File: src/rtl/mem_wb_multi_if.sv
// mem_wb_multi_if: MEM->WB pipeline bundle for the multi-issue core.
//   master : MEM-stage side (drives lane payloads and stall/flush, sees WB/commit)
//   slave  : the MEM/WB register itself
// Lane k occupies bits [k*W +: W] of every packed bus; lane 0 is oldest.
interface mem_wb_multi_if #(
  parameter int unsigned LANES  = 2,
  parameter int unsigned DATA_W = 32,
  parameter int unsigned PC_W   = 32,
  parameter int unsigned REG_AW = 5,
  parameter int unsigned CNT_W  = 32
);
  logic                     mem_stall;
  logic                     wb_stall;
  logic                     flush;
  logic [LANES-1:0]         mem_valid;
  logic [LANES*REG_AW-1:0]  mem_wd;
  logic [LANES-1:0]         mem_wreg;
  logic [LANES*DATA_W-1:0]  mem_wdata;
  logic [LANES*PC_W-1:0]    mem_inst_pc;
  logic [LANES*PC_W-1:0]    mem_instr;
  logic [LANES-1:0]         mem_LLbit_we;
  logic [LANES-1:0]         mem_LLbit_value;

  logic [LANES*REG_AW-1:0]  wb_wd;
  logic [LANES-1:0]         wb_wreg;
  logic [LANES*DATA_W-1:0]  wb_wdata;
  logic                     wb_LLbit_we;
  logic                     wb_LLbit_value;
  logic [LANES-1:0]         debug_commit_valid;
  logic [LANES*PC_W-1:0]    debug_commit_pc;
  logic [LANES*PC_W-1:0]    debug_commit_instr;
  logic [CNT_W-1:0]         retired_cnt;

  modport master (
    output mem_stall, wb_stall, flush, mem_valid, mem_wd, mem_wreg, mem_wdata,
           mem_inst_pc, mem_instr, mem_LLbit_we, mem_LLbit_value,
    input  wb_wd, wb_wreg, wb_wdata, wb_LLbit_we, wb_LLbit_value,
           debug_commit_valid, debug_commit_pc, debug_commit_instr, retired_cnt
  );

  modport slave (
    input  mem_stall, wb_stall, flush, mem_valid, mem_wd, mem_wreg, mem_wdata,
           mem_inst_pc, mem_instr, mem_LLbit_we, mem_LLbit_value,
    output wb_wd, wb_wreg, wb_wdata, wb_LLbit_we, wb_LLbit_value,
           debug_commit_valid, debug_commit_pc, debug_commit_instr, retired_cnt
  );
endinterface

File: src/rtl/mem_wb_multi.sv
// mem_wb_multi: MEM/WB pipeline register carrying LANES issue slots to
// write-back and difftest commit, with valid gating, stall/bubble/flush,
// merged LLbit update and a retired-instruction counter.
// Ports:
//   clk  : rising-edge clock
//   rst  : asynchronous active-low reset
//   bus  : mem_wb_multi_if.slave (MEM inputs, WB/commit outputs, stall/flush)
module mem_wb_multi #(
  parameter int unsigned LANES  = 2,
  parameter int unsigned DATA_W = 32,
  parameter int unsigned PC_W   = 32,
  parameter int unsigned REG_AW = 5,
  parameter int unsigned CNT_W  = 32
) (
  input  logic           clk,
  input  logic           rst,
  mem_wb_multi_if.slave  bus
);

  logic [LANES*REG_AW-1:0] wd_q,    wd_d;
  logic [LANES-1:0]        wreg_q,  wreg_d;
  logic [LANES*DATA_W-1:0] wdata_q, wdata_d;
  logic                    llwe_q,  llwe_d;
  logic                    llval_q, llval_d;
  logic [LANES-1:0]        cv_q,    cv_d;
  logic [LANES*PC_W-1:0]   pc_q,    pc_d;
  logic [LANES*PC_W-1:0]   instr_q, instr_d;
  logic [CNT_W-1:0]        cnt_q,   cnt_d;

  logic                    ll_we_m;
  logic                    ll_val_m;
  logic [CNT_W-1:0]        pop;

  // LLbit merge: ascending scan so the youngest qualified lane wins.
  always_comb begin
    ll_we_m  = 1'b0;
    ll_val_m = 1'b0;
    for (int unsigned k = 0; k < LANES; k++) begin
      if (bus.mem_valid[k] && bus.mem_LLbit_we[k]) begin
        ll_we_m  = 1'b1;
        ll_val_m = bus.mem_LLbit_value[k];
      end
    end
  end

  // Commits are counted from the registered strobes, one cycle after they appear.
  always_comb begin
    pop = '0;
    for (int unsigned k = 0; k < LANES; k++) begin
      pop = pop + CNT_W'(cv_q[k]);
    end
  end

  always_comb begin
    wd_d    = wd_q;
    wreg_d  = wreg_q;
    wdata_d = wdata_q;
    llwe_d  = llwe_q;
    llval_d = llval_q;
    cv_d    = cv_q;
    pc_d    = pc_q;
    instr_d = instr_q;
    cnt_d   = bus.wb_stall ? cnt_q : cnt_q + pop;

    // flush beats wb_stall; mem_stall only bubbles when WB is free to advance.
    if (bus.flush || (!bus.wb_stall && bus.mem_stall)) begin
      wd_d    = '0;
      wreg_d  = '0;
      wdata_d = '0;
      llwe_d  = 1'b0;
      llval_d = 1'b0;
      cv_d    = '0;
      pc_d    = '0;
      instr_d = '0;
    end else if (!bus.wb_stall) begin
      wd_d    = bus.mem_wd;
      wreg_d  = bus.mem_wreg & bus.mem_valid;
      wdata_d = bus.mem_wdata;
      llwe_d  = ll_we_m;
      llval_d = ll_val_m;
      cv_d    = bus.mem_valid;
      pc_d    = bus.mem_inst_pc;
      instr_d = bus.mem_instr;
    end
  end

  always_ff @(posedge clk or negedge rst) begin
    if (!rst) begin
      wd_q    <= '0;
      wreg_q  <= '0;
      wdata_q <= '0;
      llwe_q  <= 1'b0;
      llval_q <= 1'b0;
      cv_q    <= '0;
      pc_q    <= '0;
      instr_q <= '0;
      cnt_q   <= '0;
    end else begin
      wd_q    <= wd_d;
      wreg_q  <= wreg_d;
      wdata_q <= wdata_d;
      llwe_q  <= llwe_d;
      llval_q <= llval_d;
      cv_q    <= cv_d;
      pc_q    <= pc_d;
      instr_q <= instr_d;
      cnt_q   <= cnt_d;
    end
  end

  assign bus.wb_wd              = wd_q;
  assign bus.wb_wreg            = wreg_q;
  assign bus.wb_wdata           = wdata_q;
  assign bus.wb_LLbit_we        = llwe_q;
  assign bus.wb_LLbit_value     = llval_q;
  assign bus.debug_commit_valid = cv_q;
  assign bus.debug_commit_pc    = pc_q;
  assign bus.debug_commit_instr = instr_q;
  assign bus.retired_cnt        = cnt_q;

endmodule

File: src/flat_wrapper.sv
// flat-port wrapper written by rule: the top's interface ports become plain ports
module mem_wb_multi_flat 
#(
  parameter int unsigned LANES  = 2,
  parameter int unsigned DATA_W = 32,
  parameter int unsigned PC_W   = 32,
  parameter int unsigned REG_AW = 5,
  parameter int unsigned CNT_W  = 32
)
  (clk, rst, bus_mem_stall, bus_wb_stall, bus_flush, bus_mem_valid, bus_mem_wd, bus_mem_wreg, bus_mem_wdata, bus_mem_inst_pc, bus_mem_instr, bus_mem_LLbit_we, bus_mem_LLbit_value, bus_wb_wd, bus_wb_wreg, bus_wb_wdata, bus_wb_LLbit_we, bus_wb_LLbit_value, bus_debug_commit_valid, bus_debug_commit_pc, bus_debug_commit_instr, bus_retired_cnt);
  mem_wb_multi_if #(.LANES(LANES), .DATA_W(DATA_W), .PC_W(PC_W), .REG_AW(REG_AW), .CNT_W(CNT_W)) bus_i ();
  input  logic clk;
  input  logic rst;
  input wire logic [$bits(bus_i.mem_stall)-1:0] bus_mem_stall;
  input wire logic [$bits(bus_i.wb_stall)-1:0] bus_wb_stall;
  input wire logic [$bits(bus_i.flush)-1:0] bus_flush;
  input wire logic [$bits(bus_i.mem_valid)-1:0] bus_mem_valid;
  input wire logic [$bits(bus_i.mem_wd)-1:0] bus_mem_wd;
  input wire logic [$bits(bus_i.mem_wreg)-1:0] bus_mem_wreg;
  input wire logic [$bits(bus_i.mem_wdata)-1:0] bus_mem_wdata;
  input wire logic [$bits(bus_i.mem_inst_pc)-1:0] bus_mem_inst_pc;
  input wire logic [$bits(bus_i.mem_instr)-1:0] bus_mem_instr;
  input wire logic [$bits(bus_i.mem_LLbit_we)-1:0] bus_mem_LLbit_we;
  input wire logic [$bits(bus_i.mem_LLbit_value)-1:0] bus_mem_LLbit_value;
  output wire logic [$bits(bus_i.wb_wd)-1:0] bus_wb_wd;
  output wire logic [$bits(bus_i.wb_wreg)-1:0] bus_wb_wreg;
  output wire logic [$bits(bus_i.wb_wdata)-1:0] bus_wb_wdata;
  output wire logic [$bits(bus_i.wb_LLbit_we)-1:0] bus_wb_LLbit_we;
  output wire logic [$bits(bus_i.wb_LLbit_value)-1:0] bus_wb_LLbit_value;
  output wire logic [$bits(bus_i.debug_commit_valid)-1:0] bus_debug_commit_valid;
  output wire logic [$bits(bus_i.debug_commit_pc)-1:0] bus_debug_commit_pc;
  output wire logic [$bits(bus_i.debug_commit_instr)-1:0] bus_debug_commit_instr;
  output wire logic [$bits(bus_i.retired_cnt)-1:0] bus_retired_cnt;
  assign bus_i.mem_stall = bus_mem_stall;
  assign bus_i.wb_stall = bus_wb_stall;
  assign bus_i.flush = bus_flush;
  assign bus_i.mem_valid = bus_mem_valid;
  assign bus_i.mem_wd = bus_mem_wd;
  assign bus_i.mem_wreg = bus_mem_wreg;
  assign bus_i.mem_wdata = bus_mem_wdata;
  assign bus_i.mem_inst_pc = bus_mem_inst_pc;
  assign bus_i.mem_instr = bus_mem_instr;
  assign bus_i.mem_LLbit_we = bus_mem_LLbit_we;
  assign bus_i.mem_LLbit_value = bus_mem_LLbit_value;
  assign bus_wb_wd = bus_i.wb_wd;
  assign bus_wb_wreg = bus_i.wb_wreg;
  assign bus_wb_wdata = bus_i.wb_wdata;
  assign bus_wb_LLbit_we = bus_i.wb_LLbit_we;
  assign bus_wb_LLbit_value = bus_i.wb_LLbit_value;
  assign bus_debug_commit_valid = bus_i.debug_commit_valid;
  assign bus_debug_commit_pc = bus_i.debug_commit_pc;
  assign bus_debug_commit_instr = bus_i.debug_commit_instr;
  assign bus_retired_cnt = bus_i.retired_cnt;
  mem_wb_multi #(.LANES(LANES), .DATA_W(DATA_W), .PC_W(PC_W), .REG_AW(REG_AW), .CNT_W(CNT_W)) u_core (.clk(clk), .rst(rst), .bus(bus_i));
endmodule
File: config.mk
export PLATFORM = sky130hd
export DESIGN_NAME = mem_wb_multi_flat
export DESIGN_NICKNAME = d
export VERILOG_FILES = /design/src/rtl/mem_wb_multi_if.sv /design/src/rtl/mem_wb_multi.sv /design/src/flat_wrapper.sv
export SDC_FILE = /design/constraint.sdc
export NUM_CORES = 1
export LEC_CHECK = 0
export CAP_MARGIN = 30
export CELL_PAD_IN_SITES_DETAIL_PLACEMENT = 0
export CELL_PAD_IN_SITES_GLOBAL_PLACEMENT = 2
export CORE_MARGIN = 2
export CORE_UTILIZATION = 25
export CTS_CLUSTER_SIZE = 24
export DETAILED_ROUTE_END_ITERATION = 7
export PLACE_DENSITY = 0.83
export SLEW_MARGIN = 0
export SYNTH_ARGS = -nofsm -noshare
export SYNTH_HDL_FRONTEND = slang
export SYNTH_SLANG_ARGS = --single-unit
File: constraint.sdc
create_clock -name clk -period 2.8 [get_ports clk]
set_clock_uncertainty 0.15 [all_clocks]
set_input_delay 0.7 -clock clk [delete_from_list [all_inputs] [get_ports clk]]
set_output_delay 0.7 -clock clk [all_outputs]
set_load 0.005 [all_outputs]
# Word level (Yosys, flattened, before mapping)
# Index checks and enable logic that the tools add are counted.
# Widths: inputs -> output; s select.
[classes] bitwise_logic=1 n_eq_ne=1 addsub=2 n_mux=20 n_reduce_logical=5
[ops] op="$mux 64" count=6
[ops] op="$add 32x32->32" count=1
[ops] op="$mux 10" count=2
[ops] op="$mux 1" count=8
[ops] op="$mux 2" count=4
[ops] op="$logic_and 1x1->1" count=3
[ops] op="$add 1x1->2" count=1
[ops] op="$and 2x2->2" count=1
[ops] op="$ne 2x1->1 const B" count=1
[ops] op="$logic_not 1->1" count=1
[ops] op="$logic_or 1x1->1" count=1
[totals] output_inout_bits=240 ff_bits=240

# Depth between registers and ports, before layout
[depth] ltp_word=5 ltp_mapped=8 depth_no_buf=8

# Worst setup path after synthesis
# OpenSTA, ideal clock, no wires.
[synth_path] path_kind="register -> register" from="register u_core.cv_q[0] (netlist: u_core.bus.debug_commit_valid[0])" to="register u_core.cnt_q[16] (netlist: u_core.bus.retired_cnt[16])" stages_incl_launch_ff=9 synth_period_minus_slack_ns=2.533 t_required_ns=2.525 arrival_time_ns=2.258 setup_slack_ns=0.267 path_cell_list="dfrtp_1 -> ha_1 -> ha_1 -> inv_1 -> fa_1 -> or3b_4 -> nor4_4 -> nand4_1 -> xnor2_1"
[synth_via] elab_chain_len=2
[synth_rtl] element="start, declared" line_no="mem_wb_multi.sv:25" rtl="logic [LANES-1:0] cv_q, cv_d;"
[synth_rtl] element="start signal, assigned" line_no="mem_wb_multi.sv:104" rtl="cv_q <= cv_d;"
[synth_rtl] element="$add 1x1->2" line_no="mem_wb_multi.sv:50" rtl="pop = pop + CNT_W'(cv_q[k]);"
[synth_rtl] element="$add 32x32->32" line_no="mem_wb_multi.sv:63" rtl="cnt_d = bus.wb_stall ? cnt_q : cnt_q + pop;"
[synth_rtl] element="end signal, assigned" line_no="mem_wb_multi.sv:107" rtl="cnt_q <= cnt_d;"
[synth_rtl] element="end, declared" line_no="mem_wb_multi.sv:28" rtl="logic [CNT_W-1:0] cnt_q, cnt_d;"
# Every way passes these cells.
# A chain may end at the register's enable or synchronous reset.

# Final worst setup path
[layout_path] from="register u_core.cv_q[0] (netlist: u_core.bus.debug_commit_valid[0])" to="register u_core.cnt_q[22] (netlist: u_core.bus.retired_cnt[22])"
# The elaborated chain is that of the path after synthesis.

==> metrics.md <==
| Metric | Value |
|---|---|
| Reg power frac | `0.454` |
| P_sw | `1920 µW` |
| Top Ports | `455` |
| Starting density of the core | `0.254` |
| Clock Path Buffers | `3` |
| Post-route core utilization | `0.432` |
| Hold path depth | `1` |
| Fmax | `0.388 GHz` |
| Clock Tree Root | `clkbuf_16` |
| Synthesized area | `8790 µm²` |
| Cell variety after synth | `29` |
| Die Area | `36700 µm²` |
| Core area | `34600 µm²` |
| Post-route setup TNS | `0 ns` |
| Clk Latency, worst-skew pair | `0.54 ns` |
| Via Count | `7021` |
| Sequential area share after synthesis | `0.683` |
| Combinational share of power | `0.127` |
| CP cell instances | `ha_1 > ha_1 > inv_1 > fa_1 > or3b_4 > nor4_4 > buf_4 > nand3_1 > xnor2_1` |
| Crit path largest cell delay | `approximately 0.44 ns` |
| Number of global-route vias before repair | `7368` |
| CTS buffer count | `27` |
| Row count | `68` |
| Worst setup SP type | `register` |
| Port Buffers | `~450` |
| GP Congestion | `~0.76` |
| Hold Fails Final Rpt | `0` |
| Filler cells | `between 3000 and 4000` |
| Final count of pins violating max slew | `0` |
| Setup crit end kind | `register` |
| Mean number of vias per cell | `around 4.6` |
| Per-cell routed wire length | `19.2 µm` |
| Initial drt markers | `280` |
| Fin area | `between 10000 and 15000 µm²` |
| Fin crit period | `2.58 ns` |
| Cell Int Power | `6290 µW` |
| Req. time, crit path | `a little over 3 ns` |
| Critical path class | `register to register` |
| Fin crit share | `0.921` |
| Max-cap violations | `0` |
| First-pass GRT wire length | `44.0 mm` |
| Critical path's slowest cell | `or3b_4` |
| Synth warnings | `0` |
| Worst slew pin tran | `around 0.60 ns` |
| RSZ-0062 raised after global routing | `false` |
| Flop and latch count out of synthesis | `240` |
| Post-Route WL | `a little under 30 mm` |
| Post-DRT Antenna Nets | `0` |
| Largest net degree at the start of global routing | `85` |
| Clock share of power | `0.419` |
| Crit path DAT | `2.85 ns` |
| DIE WIDTH | `approximately 190 µm` |
| Final nets | `1287` |
| CTS tree | `built` |
| Clock sinks | `240` |
| Sw Share | `0.233` |
| Grt total ovfl | `0` |
| Max VDD drop | `0.000399 V` |
| Syn nets | `817` |
| Pwr/cell area | `548 nW/µm²` |
| Total number of H-tree levels | `1` |
| Reg2Reg Depth | `9` |
| Async SR Flop Fraction | `1.00` |
| CTS clk-pin slew, worst paths | `0.06 ns` |
| Worst-path fanout max | `5` |
| Status | `finished, final reports clean` |
| Most frequent cell on the critical path | `ha_1` |
| Post-DP Area | `14100 µm²` |
| Relative slew slack | `0.594` |
| Layout area overhead | `70.1%` |
| Die height | `192 µm` |
| Post-synth EDFFs | `0` |
| Final Setup Violations | `0` |
| Commonest register cell after synthesis | `dfrtp_1` |
| Leak | `0.00664 µW` |
| Ant. Diodes | `0` |
| Hold crit path type | `register to register` |
| Final hold slack | `approximately 0.33 ns` |
| Layout cells sized above 1 | `0.0810` |
| Detailed placement HPWL | `~21 mm` |
| GRT Overall Usage | `0.153` |
| Final routed DRC violation total | `0` |
| Drt pass-1 iters | `4` |
| Mapped Cells | `between 500 and 600` |
| Post-Syn Area per Cell | `between 10 and 15 µm²` |
| Initial antenna violation count | `0` |
==> state kept, by name (all words and copies together), names as in the netlist <==
register,flops
u_core.bus.debug_commit_instr,64
u_core.bus.retired_cnt,32
u_core.bus.wb_LLbit_we,1
u_core.bus.wb_LLbit_value,1
u_core.bus.debug_commit_pc,64
u_core.bus.debug_commit_valid,2
u_core.bus.wb_wd,10
u_core.bus.wb_wreg,2
u_core.bus.wb_wdata,64
==> worst max-delay path: cells and delay by family, from the launching register on <==
family | cells | cell delay [ns]
buf+inv | 2 | 0.24
simple gates | 3 | 0.69
fa+ha+maj | 3 | 0.84
flops | 1 | 0.38
xor+xnor | 1 | 0.14
==> cell usage after synthesis (2+ instances only) <==
cell	instances	area, µm²
buf_2	30	150
nor2_1	5	18.8
xor2_1	6	52.6
nand4b_1	2	17.5
a32o_1	2	20.0
buf_1	2	7.51
nand4_2	2	25.0
dfrtp_1	240	6010
and3_1	11	68.8
inv_1	3	11.3
ha_1	3	37.5
xnor2_1	24	210
nand4_1	11	68.8
clkbuf_1	16	60.1
a22o_1	206	1800
nor4_4	2	42.5
nand2_1	13	48.8
nand3_1	9	45.0
==> layer usage <==
layer | share of wire | vias to the layer above | GRT usage
met3 | 0.097 | 33 | 0.0542
met4 | 0.016 | 0 | 0.0331
met1 | 0.40 | 3474 | 0.188
met2 | 0.48 | 306 | 0.258
li1 | - | 3208 | -
met5 | 0 | - | 0
==> cell usage in the layout, fill, tap and decap left out, types with 2 or more instances in the layout <==
cell	n
clkinv_2	7
ha_1	3
buf_4	24
xnor2_1	24
a32o_1	2
nor2_1	5
nand4_1	11
clkbuf_1	5
nand4b_1	2
xor2_1	6
buf_12	10
and3_1	11
nand3_1	9
nor4_4	2
a22o_1	206
dfrtp_1	240
nor3_2	2
nand4_2	2
clkbuf_16	27
nand2_1	13
inv_1	3
clkdlybuf4s50_1	453
clkbuf_8	6
==> per-stage QoR <==
stage	power, µW	instances	worst slack [ns]
2_1_floorplan	4010	598	0.267
4_1_cts	8370	1541	0.0955
6_report	8200	1542	0.222
3_5_place_dp	4850	1492	0.123
3_3_place_gp	4840	1492	0.151
5_1_grt	8590	1542	0.0529
==> kinds of logic (layout without fill, tap and decap cells) <==
group / count (synthesis) / after routing / share of synthesized area
DFF: 240 / 240 / 0.683
AOI/OAI and AO/OA: 209 / 209 / 0.208
and+or+nand+nor: 62 / 62 / 0.0442
buffers and inverters: 51 / 540 / 0.0260
xor gates and xnor gates: 30 / 30 / 0.0299
adders and majority gates: 4 / 4 / 0.00654
muxes: 2 / 2 / 0.00242
==> layout make-up <==
class	instances	area, µm²	area share
Clock buffer	38	777	0.0519
Clock inverter	10	82.6	0.00552
Inverter	3	11.3	0.000753
Multi-Input combinational cell	307	2570	0.172
Sequential cell	240	6010	0.402
Tap cell	455	569	0.0381
Timing Repair Buffer	489	4940	0.330
==> power groups by stage <==
stage,sequential (µW),combinational (µW),clock (µW)
after floorplan,3780,229,0
after global placement,3780,1060,0
after detailed placement,3790,1060,0
after CTS,3730,1060,3580
after global routing,3740,1130,3720
final,3730,1040,3440
==> final timing paths <==
check | startpoint | to | slack [ns]
max reg2reg | u_core.bus.debug_commit_valid[0] | u_core.bus.retired_cnt[22] | 0.22
min in group asynchronous | rst | u_core.bus.retired_cnt[21] | 0.58
max | u_core.bus.debug_commit_valid[0] | u_core.bus.retired_cnt[22] | 0.22
min reg2reg | u_core.bus.retired_cnt[31] | u_core.bus.retired_cnt[31] | 0.33
min | u_core.bus.retired_cnt[31] | u_core.bus.retired_cnt[31] | 0.33
max in group asynchronous | rst | u_core.bus.wb_wdata[9] | 1.24
==> timing repair <==
item / CTS / global route
hold buffers: 1 / 0
gates resized for setup: 0 / 0
buffers inserted: 0 / 1
hold endpoints to repair: 57 / 0
setup endpoints to repair: 0 / 5
No activity file was read; power rests on OpenSTA's default activity.
